$ cat src/rtl/if_id_stage_if.sv
// if_id_stage_if
//   Bundles the fetch-side inputs and the registered IF/ID outputs of the
//   fetch/decode boundary register.
//   master : drives PC, PC_add_4, Instruct, Stall, Flush, IRQ and CntClr,
//            and observes the IF/ID outputs (PC stage / hazard unit side).
//   slave  : the if_id_stage register itself.
//   CNT_W  : width of the debug event counters; it must match the
//            if_id_stage instance.
interface if_id_stage_if #(
  parameter int CNT_W = 16
);
  logic [31:0]      PC;
  logic [31:0]      PC_add_4;
  logic [31:0]      Instruct;
  logic             Stall;
  logic             Flush;
  logic             IRQ;
  logic             CntClr;
  logic [31:0]      IFID_Instruct;
  logic [31:0]      IFID_PC_add_4;
  logic             IFID_Valid;
  logic             IFID_IRQ;
  logic             IRQPending;
  logic [CNT_W-1:0] StallCnt;
  logic [CNT_W-1:0] FlushCnt;
  logic [CNT_W-1:0] IRQCnt;

  modport master (
    output PC, PC_add_4, Instruct, Stall, Flush, IRQ, CntClr,
    input  IFID_Instruct, IFID_PC_add_4, IFID_Valid, IFID_IRQ, IRQPending,
    input  StallCnt, FlushCnt, IRQCnt
  );

  modport slave (
    input  PC, PC_add_4, Instruct, Stall, Flush, IRQ, CntClr,
    output IFID_Instruct, IFID_PC_add_4, IFID_Valid, IFID_IRQ, IRQPending,
    output StallCnt, FlushCnt, IRQCnt
  );
endinterface

$ cat src/rtl/if_id_stage.sv
// if_id_stage
//   Fetch/decode boundary register of the pipelined MIPS core. Each rising
//   edge it captures the fetched instruction and PC+4, holds on Stall and
//   inserts a bubble on Flush (Flush wins over Stall). External interrupt
//   requests are latched until they can ride on a valid user-mode instruction
//   entering decode. Saturating stall/flush/interrupt counters aid debug.
//   Ports:
//     clk   : system clock, rising edge.
//     reset : asynchronous, active-low; clears all state, dropping any
//             pending interrupt.
//     bus   : if_id_stage_if slave modport (fetch inputs, IF/ID outputs).
//   All outputs come straight from flops.
module if_id_stage #(
  parameter logic [31:0] NOP   = 32'h0000_0000,
  parameter int          CNT_W = 16
) (
  input  logic         clk,
  input  logic         reset,
  if_id_stage_if.slave bus
);

  // Increment by one when enabled, sticking at all-ones instead of wrapping.
  function automatic logic [CNT_W-1:0] sat_inc(input logic [CNT_W-1:0] v,
                                               input logic             en);
    logic [CNT_W-1:0] r;
    if (en && (v != {CNT_W{1'b1}})) begin
      r = v + {{(CNT_W-1){1'b0}}, 1'b1};
    end else begin
      r = v;
    end
    return r;
  endfunction

  logic [31:0]      instr_d, instr_q;
  logic [31:0]      pc4_d, pc4_q;
  logic             valid_d, valid_q;
  logic             irq_d, irq_q;
  logic             pend_d, pend_q;
  logic [CNT_W-1:0] stall_cnt_d, stall_cnt_q;
  logic [CNT_W-1:0] flush_cnt_d, flush_cnt_q;
  logic [CNT_W-1:0] irq_cnt_d, irq_cnt_q;

  logic             load_s;
  logic             req_s;
  logic             deliver_s;
  logic             unused_pc_s;

  // Only the supervisor flag of the fetch address matters here.
  assign unused_pc_s = ^bus.PC[30:0];

  // Interrupt qualification: a request (latched or arriving now) is handed
  // to decode only on a real load of a user-mode instruction.
  always_comb begin
    load_s    = ~bus.Flush & ~bus.Stall;
    req_s     = pend_q | bus.IRQ;
    deliver_s = req_s & load_s & ~bus.PC[31];
  end

  // Next-state for pipeline slot, interrupt latch and counters.
  always_comb begin
    instr_d = instr_q;
    pc4_d   = pc4_q;
    valid_d = valid_q;
    irq_d   = irq_q;
    if (bus.Flush) begin
      // PC+4 still tracks the fetch so exception return addresses stay valid.
      instr_d = NOP;
      pc4_d   = bus.PC_add_4;
      valid_d = 1'b0;
      irq_d   = 1'b0;
    end else if (bus.Stall) begin
      instr_d = instr_q;
      pc4_d   = pc4_q;
      valid_d = valid_q;
      irq_d   = irq_q;
    end else begin
      instr_d = bus.Instruct;
      pc4_d   = bus.PC_add_4;
      valid_d = 1'b1;
      irq_d   = deliver_s;
    end

    pend_d = req_s & ~deliver_s;

    if (bus.CntClr) begin
      stall_cnt_d = {CNT_W{1'b0}};
      flush_cnt_d = {CNT_W{1'b0}};
      irq_cnt_d   = {CNT_W{1'b0}};
    end else begin
      stall_cnt_d = sat_inc(stall_cnt_q, bus.Stall & ~bus.Flush);
      flush_cnt_d = sat_inc(flush_cnt_q, bus.Flush);
      irq_cnt_d   = sat_inc(irq_cnt_q, deliver_s);
    end
  end

  // State registers with asynchronous active-low clear.
  always_ff @(posedge clk or negedge reset) begin
    if (!reset) begin
      instr_q     <= NOP;
      pc4_q       <= 32'h0000_0000;
      valid_q     <= 1'b0;
      irq_q       <= 1'b0;
      pend_q      <= 1'b0;
      stall_cnt_q <= {CNT_W{1'b0}};
      flush_cnt_q <= {CNT_W{1'b0}};
      irq_cnt_q   <= {CNT_W{1'b0}};
    end else begin
      instr_q     <= instr_d;
      pc4_q       <= pc4_d;
      valid_q     <= valid_d;
      irq_q       <= irq_d;
      pend_q      <= pend_d;
      stall_cnt_q <= stall_cnt_d;
      flush_cnt_q <= flush_cnt_d;
      irq_cnt_q   <= irq_cnt_d;
    end
  end

  assign bus.IFID_Instruct = instr_q;
  assign bus.IFID_PC_add_4 = pc4_q;
  assign bus.IFID_Valid    = valid_q;
  assign bus.IFID_IRQ      = irq_q;
  assign bus.IRQPending    = pend_q;
  assign bus.StallCnt      = stall_cnt_q;
  assign bus.FlushCnt      = flush_cnt_q;
  assign bus.IRQCnt        = irq_cnt_q;

endmodule

$ cat src/flat_wrapper.sv
// flat-port wrapper written by rule: the top's interface ports become plain ports
module if_id_stage_flat 
#(
  parameter logic [31:0] NOP   = 32'h0000_0000,
  parameter int          CNT_W = 16
)
  (clk, reset, bus_PC, bus_PC_add_4, bus_Instruct, bus_Stall, bus_Flush, bus_IRQ, bus_CntClr, bus_IFID_Instruct, bus_IFID_PC_add_4, bus_IFID_Valid, bus_IFID_IRQ, bus_IRQPending, bus_StallCnt, bus_FlushCnt, bus_IRQCnt);
  if_id_stage_if #(.CNT_W(CNT_W)) bus_i ();
  input  logic clk;
  input  logic reset;
  input wire logic [$bits(bus_i.PC)-1:0] bus_PC;
  input wire logic [$bits(bus_i.PC_add_4)-1:0] bus_PC_add_4;
  input wire logic [$bits(bus_i.Instruct)-1:0] bus_Instruct;
  input wire logic [$bits(bus_i.Stall)-1:0] bus_Stall;
  input wire logic [$bits(bus_i.Flush)-1:0] bus_Flush;
  input wire logic [$bits(bus_i.IRQ)-1:0] bus_IRQ;
  input wire logic [$bits(bus_i.CntClr)-1:0] bus_CntClr;
  output wire logic [$bits(bus_i.IFID_Instruct)-1:0] bus_IFID_Instruct;
  output wire logic [$bits(bus_i.IFID_PC_add_4)-1:0] bus_IFID_PC_add_4;
  output wire logic [$bits(bus_i.IFID_Valid)-1:0] bus_IFID_Valid;
  output wire logic [$bits(bus_i.IFID_IRQ)-1:0] bus_IFID_IRQ;
  output wire logic [$bits(bus_i.IRQPending)-1:0] bus_IRQPending;
  output wire logic [$bits(bus_i.StallCnt)-1:0] bus_StallCnt;
  output wire logic [$bits(bus_i.FlushCnt)-1:0] bus_FlushCnt;
  output wire logic [$bits(bus_i.IRQCnt)-1:0] bus_IRQCnt;
  assign bus_i.PC = bus_PC;
  assign bus_i.PC_add_4 = bus_PC_add_4;
  assign bus_i.Instruct = bus_Instruct;
  assign bus_i.Stall = bus_Stall;
  assign bus_i.Flush = bus_Flush;
  assign bus_i.IRQ = bus_IRQ;
  assign bus_i.CntClr = bus_CntClr;
  assign bus_IFID_Instruct = bus_i.IFID_Instruct;
  assign bus_IFID_PC_add_4 = bus_i.IFID_PC_add_4;
  assign bus_IFID_Valid = bus_i.IFID_Valid;
  assign bus_IFID_IRQ = bus_i.IFID_IRQ;
  assign bus_IRQPending = bus_i.IRQPending;
  assign bus_StallCnt = bus_i.StallCnt;
  assign bus_FlushCnt = bus_i.FlushCnt;
  assign bus_IRQCnt = bus_i.IRQCnt;
  if_id_stage #(.NOP(NOP), .CNT_W(CNT_W)) u_core (.clk(clk), .reset(reset), .bus(bus_i));
endmodule
$ cat config.mk
export PLATFORM = sky130hd
export DESIGN_NAME = if_id_stage_flat
export DESIGN_NICKNAME = d
export VERILOG_FILES = /design/src/rtl/if_id_stage_if.sv /design/src/rtl/if_id_stage.sv /design/src/flat_wrapper.sv
export SDC_FILE = /design/constraint.sdc
export NUM_CORES = 1
export LEC_CHECK = 0
export CAP_MARGIN = 10
export CELL_PAD_IN_SITES_DETAIL_PLACEMENT = 0
export CELL_PAD_IN_SITES_GLOBAL_PLACEMENT = 2
export CORE_ASPECT_RATIO = 1.5
export CORE_MARGIN = 2
export CORE_UTILIZATION = 24
export CTS_BUF_LIST = sky130_fd_sc_hd__clkbuf_8
export DETAILED_ROUTE_END_ITERATION = 16
export GPL_TIMING_DRIVEN = 0
export PLACE_DENSITY_LB_ADDON = 0.1
export SYNTH_ARGS = -nofsm -noshare
export SYNTH_HDL_FRONTEND = slang
export SYNTH_SLANG_ARGS = --single-unit
$ cat constraint.sdc
create_clock -name clk -period 1.74 [get_ports clk]
set_input_delay 0.435 -clock clk [delete_from_list [all_inputs] [get_ports clk]]
set_output_delay 0.435 -clock clk [all_outputs]
set_load 0.005 [all_outputs]
==> results.tsv <==
metric	value	unit
status	finished, violations left	
failing checks	setup timing	
max-cap violations	0	
Slew Limit Fails	0	
# fillers	2238	
total track usage	0.154	
RePlAce Congestion	0.743	
worst rel slew slack	0.514	
H-tree Lvls	4	
Detail Route Antenna Nets	0	
antenna violations before repair	0	
overall die width	125	um
Antenna Cells	0	
Avg Cell Area, Syn	11.2	um^2
final hold violation count	0	
CP bufs+invs	2	
vias in the first global route	5300	
CP max stage delay	510	ps
CP startpoint kind	register	
Residual DRC	0	
Final Setup Violations	7	
minimum clock period	1790	ps
Die Footprint	0.0234	mm^2
worst setup margin	-49.8	ps
number of port buffers	183	
drt via density	4.71	
final worst path period share	1.03	
Hold WS	236	ps
TritonCTS clock tree	done	
most common cell in the netlist	dfrtp_1	
worst-path cell chain	buf_6 -> ha_4 -> nand4_1 -> o41ai_4 -> buf_4 -> or4_4 -> a21oi_2	
Starting Density	0.244	
Root Buffer	clkbuf_8	
Commonest cells post-synth	115 x dfrtp_1, 46 x nor2_1, 36 x mux2_2	
Slew @ Worst Pin	730	ps
Routed WL	18100	um
post-layout util	0.410	
vias	4954	
Final #Nets	873	
worst hold path type	input port to register	
Skew-Pair Late Insertion Delay	440	ps
share of the synthesized area in the top cell type	0.542	
Power Dens Cells	666	mW/mm^2
Die Ht	186	um
CP Class	register to register	
RSZ-0062 raised after global routing	yes	
Mapped Cells	472	
DR pass1 iterations	4	
synth warn	0	
largest net degree at the start of global routing	71	
Layout area overhead	67.7	%
FMAX	0.559	GHz
grt total ovfl	0	
I/O pin total	217	
final instance area	0.00890	mm^2
worst path required time	2100	ps
Core Region	0.0217	mm^2
sequential fraction of the synthesis area	0.542	
Row Count	66	
worst slack at placement	-556	ps
area leader, netlist	dfrtp_1	
CTS clk-pin slew, worst paths	80	ps
synthesized cell area	0.00531	mm^2
syn_nets	577	
Iter 0 DRT Violations	148	
CP Max Fanout	5	
post-synthesis register bit count	115	
ys flop type	dfrtp_1	
Final Skew	18.0	ps
per-cell routed wire length	17.2	um
layout cells sized above 1	0.338	
total CTS buffers	17	
detailed placement HPWL	12400	um
global-route wire length before repair	28400	um
CTS Buffer Depth	2	
ys async rst share	1.00	
dpl cell area	0.00754	mm^2
synth unique cells	46	
Worst path slowest cell	or4_4	
Pleak	4.13	nW
highest ir drop seen on vdd	0.310	mV
top cells by area, synth	dfrtp_1 54%, mux2_2 7.6%, mux2i_1 6.6%	
CP arrival	2150	ps
Crit path max-delay family	simple AND/OR/NAND/NOR gates	
Post-synth EDFFs	0	
CTS sink cnt	115	
crit end category	register	
-- per-stage QoR --
stage | total power, mW | setup TNS, ps | std cells
after floorplan | 3.16 | -62.3 | 472
after global placement | 3.70 | -571100 | 927
after detailed placement | 3.72 | -19250 | 928
after CTS | 6.02 | -1480 | 1031
after global routing | 6.25 | -1740 | 1052
final | 5.93 | -172 | 1052
-- where the power goes --
| part | total [mW] | switching (mW) | leakage, nW | internal, mW |
|---|---|---|---|---|
| clock | 2.28 | 1.15 | 0.184 | 1.13 |
| sequential | 2.86 | 0.0659 | 1.47 | 2.79 |
| combinational | 0.786 | 0.337 | 2.47 | 0.449 |
-- routing by layer --
metal	global-route usage	part of all wire
met3	0.0481	0.058
met2	0.280	0.55
met1	0.169	0.37
met4	0.0569	0.020
met5	0	0
-- registers in the layout, summed over array words and instances (netlist names) --
| signal | cells |
|---|---|
| u_core.bus.StallCnt | 16 |
| u_core.bus.IRQPending | 1 |
| u_core.bus.IFID_PC_add_4 | 32 |
| u_core.bus.IFID_IRQ | 1 |
| u_core.bus.FlushCnt | 16 |
| u_core.bus.IRQCnt | 16 |
| u_core.bus.IFID_Valid | 1 |
| u_core.bus.IFID_Instruct | 32 |
-- cells by family after synthesis --
family                   share of synthesized area
flip-flops                                   0.542
XOR/XNOR                                   0.00330
multiplexers                                 0.142
AO/OA/AOI/OAI                                0.103
buffers and inverters                       0.0330
AND/OR/NAND/NOR                              0.170
adder cells (fa/ha/maj)                    0.00707
-- final timing paths --
path	startpoint	end	slack, ps	cells after the start
max	u_core.bus.StallCnt[1]	u_core.bus.StallCnt[13]	-50	7
min	bus_Flush	u_core.bus.IFID_Valid	240	2
max reg2reg	u_core.bus.StallCnt[1]	u_core.bus.StallCnt[13]	-50	7
min reg2reg	u_core.bus.IFID_IRQ	u_core.bus.IFID_IRQ	480	2
max in group asynchronous	reset	u_core.bus.IFID_PC_add_4[12]	490	3
min in group asynchronous	reset	u_core.bus.FlushCnt[13]	490	2
-- repair_timing --
| action | CTS | global route |
|---|---|---|
| pin swaps | 23 | 29 |
| hold buffers | 1 | 0 |
| setup buffers | 73 | 21 |
| resized for setup | 164 | 66 |
| setup endpoints to repair | 157 | 40 |
| hold endpoints to repair | 45 | 0 |
| cloned | 1 | 2 |
-- worst reg2reg max path: cells and delay by family (launching register included) --
kind | cells | cell delay, ps
and+or+nand+nor | 2 | 660
DFF | 1 | 390
buffers and inverters | 2 | 290
AOI/OAI and AO/OA | 2 | 220
adders and majority gates | 1 | 150
-- placed cells by master, fill, tap and decap left out, types with 4 or more instances in the layout --
cell type | synthesis | layout
clkbuf_1 | 9 | 6
clkbuf_8 | 2 | 20
o21ai_1 | 7 | 4
dfrtp_2 | 0 | 20
o21ai_0 | 11 | 10
o21ai_2 | 0 | 4
or3_4 | 0 | 7
mux2_2 | 36 | 34
or4_1 | 17 | 10
clkdlybuf4s50_1 | 0 | 67
nor2b_1 | 4 | 4
nand3_1 | 20 | 14
a21oi_2 | 0 | 14
inv_1 | 8 | 10
dlygate4sd2_1 | 0 | 111
nor4_4 | 0 | 4
a21oi_1 | 34 | 20
or4_4 | 0 | 8
nand3_4 | 0 | 6
o31ai_1 | 18 | 16
nor3_1 | 7 | 5
buf_4 | 0 | 84
mux2i_1 | 35 | 35
nor2_1 | 46 | 45
buf_1 | 5 | 5
or3_1 | 14 | 7
nand2_1 | 20 | 19
nand4_1 | 11 | 11
buf_6 | 4 | 15
dfrtp_1 | 115 | 95
clkinv_2 | 0 | 5
-- layout make-up --
class	instances	area, um^2	area share
timing repair buffer	280	2520	0.283
clock buffer	18	248	0.0278
inverter	8	30.0	0.00337
sequential	115	2900	0.326
buffer	21	143	0.0160
tap	272	340	0.0382
multi-input combinational	325	2630	0.295
clock inverter	13	97.6	0.0110
No activity file was read; power rests on OpenSTA's default activity.
